<file path="src/rtl/mem_arbiter_if.sv">
// Fetch port, data port and single-port memory bus shared by mem_arbiter and its environment.
// The slave modport is the arbiter's view; master is the requester/memory side.
interface mem_arbiter_if #(
  parameter int ADDR_W = 14,
  parameter int DATA_W = 32,
  parameter int CNT_W  = 16
);
  logic              i_req;
  logic [ADDR_W-1:0] i_addr;
  logic              i_gnt;
  logic              i_rvalid;
  logic [DATA_W-1:0] i_rdata;

  logic              d_req;
  logic              d_we;
  logic [ADDR_W-1:0] d_addr;
  logic [DATA_W-1:0] d_wdata;
  logic              d_gnt;
  logic              d_rvalid;
  logic [DATA_W-1:0] d_rdata;

  logic              mem_wen;
  logic              mem_ren;
  logic [ADDR_W-1:0] mem_waddr;
  logic [ADDR_W-1:0] mem_raddr;
  logic [DATA_W-1:0] mem_wdata;
  logic [DATA_W-1:0] mem_rdata;

  logic [CNT_W-1:0]  conflict_cnt;

  modport slave (
    input  i_req, i_addr, d_req, d_we, d_addr, d_wdata, mem_rdata,
    output i_gnt, i_rvalid, i_rdata, d_gnt, d_rvalid, d_rdata,
    output mem_wen, mem_ren, mem_waddr, mem_raddr, mem_wdata, conflict_cnt
  );

  modport master (
    output i_req, i_addr, d_req, d_we, d_addr, d_wdata, mem_rdata,
    input  i_gnt, i_rvalid, i_rdata, d_gnt, d_rvalid, d_rdata,
    input  mem_wen, mem_ren, mem_waddr, mem_raddr, mem_wdata, conflict_cnt
  );
endinterface

</file>
<file path="src/rtl/mem_arbiter.sv">
// Two-port (fetch/data) round-robin arbiter in front of a single-port memory with
// one-cycle read latency; routes read data back to the owner and counts conflicts.
module mem_arbiter #(
  parameter int ADDR_W = 14,
  parameter int DATA_W = 32,
  parameter int CNT_W  = 16
) (
  input logic           clk,
  input logic           rst,
  mem_arbiter_if.slave  bus
);

  typedef enum logic {
    GNT_I = 1'b0,
    GNT_D = 1'b1
  } port_e;

  typedef enum logic [1:0] {
    RSP_NONE = 2'd0,
    RSP_I    = 2'd1,
    RSP_D    = 2'd2
  } rsp_own_e;

  port_e             last_gnt_q, last_gnt_d;
  rsp_own_e          rsp_own_q, rsp_own_d;
  logic [CNT_W-1:0]  conflict_cnt_q, conflict_cnt_d;

  logic              conflict;
  logic              i_win;
  logic              d_win;
  logic              mem_wen;
  logic              mem_ren;
  logic [ADDR_W-1:0] mem_addr;
  logic [DATA_W-1:0] mem_wdata;

  // Grants are forced low while reset is asserted, independent of the clock.
  always_comb begin
    conflict = bus.i_req & bus.d_req;
    i_win    = 1'b0;
    d_win    = 1'b0;
    if (!rst) begin
      if (conflict) begin
        i_win = (last_gnt_q == GNT_D);
        d_win = (last_gnt_q == GNT_I);
      end else begin
        i_win = bus.i_req;
        d_win = bus.d_req;
      end
    end
  end

  always_comb begin
    last_gnt_d     = last_gnt_q;
    rsp_own_d      = RSP_NONE;
    conflict_cnt_d = conflict_cnt_q;
    mem_wen        = 1'b0;
    mem_ren        = 1'b0;
    mem_addr       = '0;
    mem_wdata      = '0;

    if (i_win) begin
      mem_ren    = 1'b1;
      mem_addr   = bus.i_addr;
      last_gnt_d = GNT_I;
      rsp_own_d  = RSP_I;
    end else if (d_win) begin
      mem_addr   = bus.d_addr;
      last_gnt_d = GNT_D;
      if (bus.d_we) begin
        mem_wen   = 1'b1;
        mem_wdata = bus.d_wdata;
      end else begin
        mem_ren   = 1'b1;
        rsp_own_d = RSP_D;
      end
    end

    if (conflict && (conflict_cnt_q != {CNT_W{1'b1}})) begin
      conflict_cnt_d = conflict_cnt_q + {{(CNT_W-1){1'b0}}, 1'b1};
    end
  end

  // Reset leaves last_gnt at D so the first conflict goes to fetch.
  always_ff @(posedge clk or posedge rst) begin
    if (rst) begin
      last_gnt_q     <= GNT_D;
      rsp_own_q      <= RSP_NONE;
      conflict_cnt_q <= '0;
    end else begin
      last_gnt_q     <= last_gnt_d;
      rsp_own_q      <= rsp_own_d;
      conflict_cnt_q <= conflict_cnt_d;
    end
  end

  assign bus.i_gnt        = i_win;
  assign bus.d_gnt        = d_win;
  assign bus.mem_wen      = mem_wen;
  assign bus.mem_ren      = mem_ren;
  assign bus.mem_waddr    = mem_addr;
  assign bus.mem_raddr    = mem_addr;
  assign bus.mem_wdata    = mem_wdata;

  assign bus.i_rvalid     = (rsp_own_q == RSP_I);
  assign bus.d_rvalid     = (rsp_own_q == RSP_D);
  assign bus.i_rdata      = (rsp_own_q == RSP_I) ? bus.mem_rdata : '0;
  assign bus.d_rdata      = (rsp_own_q == RSP_D) ? bus.mem_rdata : '0;
  assign bus.conflict_cnt = conflict_cnt_q;

endmodule
</file>
<file path="src/flat_wrapper.sv">
// flat-port wrapper written by rule: the top's interface ports become plain ports
module mem_arbiter_flat 
#(
  parameter int ADDR_W = 14,
  parameter int DATA_W = 32,
  parameter int CNT_W  = 16
)
  (clk, rst, bus_i_req, bus_i_addr, bus_d_req, bus_d_we, bus_d_addr, bus_d_wdata, bus_mem_rdata, bus_i_gnt, bus_i_rvalid, bus_i_rdata, bus_d_gnt, bus_d_rvalid, bus_d_rdata, bus_mem_wen, bus_mem_ren, bus_mem_waddr, bus_mem_raddr, bus_mem_wdata, bus_conflict_cnt);
  mem_arbiter_if #(.ADDR_W(ADDR_W), .DATA_W(DATA_W), .CNT_W(CNT_W)) bus_i ();
  input logic clk;
  input logic rst;
  input wire logic [$bits(bus_i.i_req)-1:0] bus_i_req;
  input wire logic [$bits(bus_i.i_addr)-1:0] bus_i_addr;
  input wire logic [$bits(bus_i.d_req)-1:0] bus_d_req;
  input wire logic [$bits(bus_i.d_we)-1:0] bus_d_we;
  input wire logic [$bits(bus_i.d_addr)-1:0] bus_d_addr;
  input wire logic [$bits(bus_i.d_wdata)-1:0] bus_d_wdata;
  input wire logic [$bits(bus_i.mem_rdata)-1:0] bus_mem_rdata;
  output wire logic [$bits(bus_i.i_gnt)-1:0] bus_i_gnt;
  output wire logic [$bits(bus_i.i_rvalid)-1:0] bus_i_rvalid;
  output wire logic [$bits(bus_i.i_rdata)-1:0] bus_i_rdata;
  output wire logic [$bits(bus_i.d_gnt)-1:0] bus_d_gnt;
  output wire logic [$bits(bus_i.d_rvalid)-1:0] bus_d_rvalid;
  output wire logic [$bits(bus_i.d_rdata)-1:0] bus_d_rdata;
  output wire logic [$bits(bus_i.mem_wen)-1:0] bus_mem_wen;
  output wire logic [$bits(bus_i.mem_ren)-1:0] bus_mem_ren;
  output wire logic [$bits(bus_i.mem_waddr)-1:0] bus_mem_waddr;
  output wire logic [$bits(bus_i.mem_raddr)-1:0] bus_mem_raddr;
  output wire logic [$bits(bus_i.mem_wdata)-1:0] bus_mem_wdata;
  output wire logic [$bits(bus_i.conflict_cnt)-1:0] bus_conflict_cnt;
  assign bus_i.i_req = bus_i_req;
  assign bus_i.i_addr = bus_i_addr;
  assign bus_i.d_req = bus_d_req;
  assign bus_i.d_we = bus_d_we;
  assign bus_i.d_addr = bus_d_addr;
  assign bus_i.d_wdata = bus_d_wdata;
  assign bus_i.mem_rdata = bus_mem_rdata;
  assign bus_i_gnt = bus_i.i_gnt;
  assign bus_i_rvalid = bus_i.i_rvalid;
  assign bus_i_rdata = bus_i.i_rdata;
  assign bus_d_gnt = bus_i.d_gnt;
  assign bus_d_rvalid = bus_i.d_rvalid;
  assign bus_d_rdata = bus_i.d_rdata;
  assign bus_mem_wen = bus_i.mem_wen;
  assign bus_mem_ren = bus_i.mem_ren;
  assign bus_mem_waddr = bus_i.mem_waddr;
  assign bus_mem_raddr = bus_i.mem_raddr;
  assign bus_mem_wdata = bus_i.mem_wdata;
  assign bus_conflict_cnt = bus_i.conflict_cnt;
  mem_arbiter #(.ADDR_W(ADDR_W), .DATA_W(DATA_W), .CNT_W(CNT_W)) u_core (.clk(clk), .rst(rst), .bus(bus_i));
endmodule
</file>
<file path="config.mk">
export PLATFORM = sky130hd
export DESIGN_NAME = mem_arbiter_flat
export DESIGN_NICKNAME = d
export VERILOG_FILES = /design/src/rtl/mem_arbiter_if.sv /design/src/rtl/mem_arbiter.sv /design/src/flat_wrapper.sv
export SDC_FILE = /design/constraint.sdc
export NUM_CORES = 1
export LEC_CHECK = 0
export ABC_CLOCK_PERIOD_IN_PS = 2700
export BUFFER_PORTS_ARGS = -buffer_cell sky130_fd_sc_hd__buf_2
export CAP_MARGIN = 10
export CORE_AREA = 3 3 92 94
export DETAILED_ROUTE_END_ITERATION = 7
export DIE_AREA = 0 0 95 97
export PLACE_DENSITY = 0.67
export SKIP_CTS_REPAIR_TIMING = 1
export SLEW_MARGIN = 20
export SYNTH_ARGS = -nofsm -noshare
export SYNTH_HDL_FRONTEND = slang
export SYNTH_SLANG_ARGS = --single-unit
export TNS_END_PERCENT = 20
</file>
<file path="constraint.sdc">
create_clock -name clk -period 2.7 [get_ports clk]
set_clock_uncertainty 0.2 [all_clocks]
set_input_delay 0.405 -clock clk [delete_from_list [all_inputs] [get_ports clk]]
set_output_delay 0.405 -clock clk [all_outputs]
set_load 0.005 [all_outputs]
</file>
Word-level counts from Yosys, hierarchy flattened
Cells that the tools add are included.

Add/sub/neg operators: 1. Eq/ne operators: 3. Multiplexer cells: 22. Bitwise logic cells: 2. Reductions and logical operators: 2.

Operators by type and width (count): $mux 32 (5); $mux 14 (2); $add 16x1->16 const B (1); $ne 16x16->1 const B (1); $mux 1 (12); $mux 2 (3); $eq 2x1->1 const B (1); $eq 2x2->1 const B (1); $reduce_bool 2->1 (1); $and 1x1->1 (1); $logic_and 1x1->1 (1); $not 1->1 (1).

Register bits: 19. Logic and storage cells: 33.

Logic depth before layout (Yosys ltp)
Depth after elaboration: 5. Gate-level depth with buffers: 6.

Worst setup path before layout
No wires, ideal clock.

Path type: input-to-output. From: in rst. To: out bus_mem_waddr[10]. Arrival: 1951 ps. Required time: 2095 ps. Slack: 144 ps. Cell stages on the path: 6. Buffers on the path: 2. Cell sequence: inv_1 > nand2_1 > a21oi_1 > clkbuf_1 > a22o_1 > buf_4.

Elaborated cells on any way between the ends: 4. Classes of those cells: mux: 4.

RTL lines: start, declared (line flat_wrapper.sv:11) `input logic rst;`; $mux 1 (line mem_arbiter.sv:41) `if (!rst) begin`; named net bus_i_gnt (line flat_wrapper.sv:19) `output wire logic [$bits(bus_i.i_gnt)-1:0] bus_i_gnt;`; $mux 14 (line mem_arbiter.sv:61) `if (i_win) begin`; end, declared (line flat_wrapper.sv:27) `output wire logic [$bits(bus_i.mem_waddr)-1:0] bus_mem_waddr;`.

The timed path passes the listed nets, and every way through them passes these cells.

Final worst setup path
From: reg u_core.last_gnt_q. To: out bus_mem_raddr[9].

Word-level cells in the longest chain between the ends: 5. Elaborated cells on any way between the ends: 7. Classes of those cells: mux: 6; bitwise: 1.

RTL lines: start, declared (line mem_arbiter.sv:24) `port_e last_gnt_q, last_gnt_d;`; start signal, assigned (line mem_arbiter.sv:90) `last_gnt_q <= last_gnt_d;`; $not 1->1 (line mem_arbiter.sv:44) `d_win = (last_gnt_q == GNT_I);`; $mux 1 (line mem_arbiter.sv:42) `if (conflict) begin`; $mux 1 (line mem_arbiter.sv:41); $mux 14 (line mem_arbiter.sv:66) `end else if (d_win) begin`; $mux 14 (*) (line mem_arbiter.sv:61); end, declared (line flat_wrapper.sv:28) `output wire logic [$bits(bus_i.mem_raddr)-1:0] bus_mem_raddr;`.

Every way passes the cells marked *; elsewhere a longest branch is shown, timed or not.

==> run summary <==
simple-gate portion of the synthesized area: 46.8%
DRT iter0 DRCs: 41
clk buf depth: 2
drt pass-1 iters: 4
syn_nets: 323
f_max: 426 MHz
Placed Area: 3040 um2
Starting Density: 23.6%
area share of fa/ha/maj cells after synthesis: 0.685%
initial antenna violation count: 0
mux contribution to synthesized area: 0.617%
share of cells above drive strength 1: 57.9%
switching share of total power: 34.1%
crit path DAT: 1.74 ns
critical-path maximum fanout: 14
Post-Syn Area: 1830 um2
largest net degree at the start of global routing: 49
clk_lat worst skew: 0.25 ns
ANT nets after route: 0
Synth Area in Compound Gates: 9.66%
Root Buffer: clkbuf_8
fin crit share: 87.0%
XOR/XNOR share of the synthesized area: 6.72%
gr usage total: 14.3%
Cell Chain, Critical Path: inv_1 > a21oi_1 > buf_4 > a22o_1 > buf_2
sequential-to-total area share from yosys stat: 26.1%
failing checks: hold timing
core area: 7730 um2
post-route DRC violation count: 0
Pleak: 2.07 nW
fin crit period: 2.35 ns
Final Cell Area: 3090 um2
startpoint types: flop
max incr delay on CP: 0.56 ns
via count of the routed design: 2459
largest family of logic cells by synthesized area: simple AND/OR/NAND/NOR gates
Vias/cell: 4.48
TritonCTS Sinks: 19
Post-Route WL: 7400 um
CTS tree: done
area of the multi-input gates: 1180 um2
Fin Setup TNS: 0 ns
Yosys Warn Count: 0
total congestion overflow: 0
vias in the first global route: 2216
CP max-delay cell: dfstp_2
antenna cells: 0
Max-slew headroom: 61.7%
run status: finished, violations left
Yosys reg bits: 19
max_cap viols: 0
first-pass GRT wire length: 10800 um
Final Hold Viols: 18
fillcell total: 805
chip width: 95 um
Area Growth Syn to Fin: 69.1%
Die Ht: 97 um
number of I/O pins: 243
ranking of synthesized cells by area: dfrtp_1, and2_1, and3_1, a22o_1, buf_4
WL/cell: 13.5 um
maximum vdd drop: 0.237 mV
Slew @ Worst Pin: 0.573 ns
Final nets: 546
Unique masters post-synth: 30
Worst Hold Class: input port to async pin
critical path type: flop to output pin
Clk pwr share: 20.3%
Hold WS: -0.00591 ns
Syn Area/Cell: 8.11 um2
Critical Path RT: 2.10 ns
RSZ-0062 raised after global routing: false
Max Transition Viols Final: 0
P per Cell Area: 318 nW/um2
internal power: 0.000647 W
Switch Pwr: 0.000335 W
top cell type's share of synthesized area: 24.7%
number of I/O port buffers: 242
die area: 9220 um2
DPL Wire Length: 6340 um
RePlAce Congestion: 0.929
sequential power share: 40.1%
area occupied by registers: 477 um2
Mapped Cells: 225
Max H-tree Level: 1
Finish-stage setup viols: 0
Crit. End Element: output pin
leading area contributor after synthesis: dfrtp_1
CTS buffer count: 3
clk slew on worst S/H paths: 0.07 ns
Comb power frac: 39.6%
Row Count: 32
[routing by layer]
metal  global-route usage (%)  vias to the layer above  routed length (um)
li1                         -                     1199                   -
met1                     16.2                     1089                2820
met2                     27.3                      159                3760
met3                     1.79                       12                 702
met4                     3.77                        0                 119
met5                        0                        -                   0
[cells by family after synthesis]
logic type                 after synthesis
AOI/OAI and AO/OA                       19
xor gates and xnor gates                14
adders and majority gates                1
buffers and inverters                   31
DFF                                     19
muxes                                    1
and+or+nand+nor                        140
[layout make-up]
class,count,share of cell area [%]
repair buffers,247,40.5
multi-input cells,175,38.3
flip-flops and latches,19,15.4
well taps,102,4.13
clock buffers,4,1.46
inverters,2,0.243
[synth_stat cells]
cell       n
and2_1    66
and3_1    34
dfrtp_1   18
a22o_1    14
buf_4     14
clkbuf_1  13
nand2_1   13
xnor2_1    8
nand4_1    6
xor2_1     6
nand3_1    4
nor2_1     3
nor2b_1    3
a21oi_1    2
and4_1     2
buf_2      2
inv_1      2
nor3_1     2
or2_2      2
dfstp_2    1
ha_1       1
mux2_2     1
nand2b_1   1
nand4_2    1
nor3b_2    1
nor4_1     1
nor4b_2    1
o21ai_0    1
o41a_1     1
o41ai_4    1
[flip-flops by register name (all words and copies together), names as in the netlist]
signal and cells:
u_core.bus.conflict_cnt 16, u_core.last_gnt_q 1, u_core.rsp_own_q 2
[critical path, delay by kind of cell, from the launching register on]
family | cells | cell delay, ns
AOI/OAI and AO/OA | 2 | 0.48
DFF | 1 | 0.56
buffers and inverters | 3 | 0.44
[power by group through the flow]
stage	registers, W	clock network (W)	logic, W
floorplan	0.000391	0	0.000191
global placement	0.000395	0	0.000389
detailed placement	0.000399	0	0.000394
CTS	0.000394	0.000201	0.000395
global route	0.000405	0.000217	0.000432
finish	0.000394	0.000199	0.000389
[worst paths after layout]
check / start / cells after the start / slack, ns / to
setup / recovery: u_core.last_gnt_q$_DFFE_PP1P_ / 5 / 0.35 / bus_mem_raddr[9]
hold / removal: rst / 3 / -0.006 / u_core.bus.conflict_cnt[2]$_DFFE_PP0P_
setup reg to reg: u_core.bus.conflict_cnt[0]$_DFFE_PP0P_ / 5 / 0.61 / u_core.bus.conflict_cnt[13]$_DFFE_PP0P_
hold reg to reg: u_core.bus.conflict_cnt[15]$_DFFE_PP0P_ / 1 / 0.31 / u_core.bus.conflict_cnt[15]$_DFFE_PP0P_
max in group asynchronous: rst / 3 / 2.05 / u_core.last_gnt_q$_DFFE_PP1P_
min in group clk: bus_d_req / 3 / 0.25 / u_core.last_gnt_q$_DFFE_PP1P_
[placed cells by master, fill, tap and decap left out, types with 2 or more instances in the layout]
master and count:
buf_4 5, buf_2 242, nor2_1 3, clkbuf_8 3, and4_1 2, nor2b_1 3
xor2_1 6, xnor2_1 8, inv_1 2, a22o_1 14, nand4_1 6, nand3_1 4
nand2_1 13, or2_2 2, and2_1 66, and3_1 34, dfrtp_1 18, nor3_1 2
[metrics by stage]
stage	setup WS (ns)	total power, W	util [%]	std cells
6_report	0.350	0.000982	39.9	549
5_1_grt	0.236	0.00105	39.9	549
4_1_cts	0.356	0.000991	39.9	549
3_5_place_dp	0.571	0.000793	39.4	545
3_3_place_gp	0.606	0.000784	39.4	545
2_1_floorplan	0.144	0.000582	-	225
(Power assumes the default switching activity.)
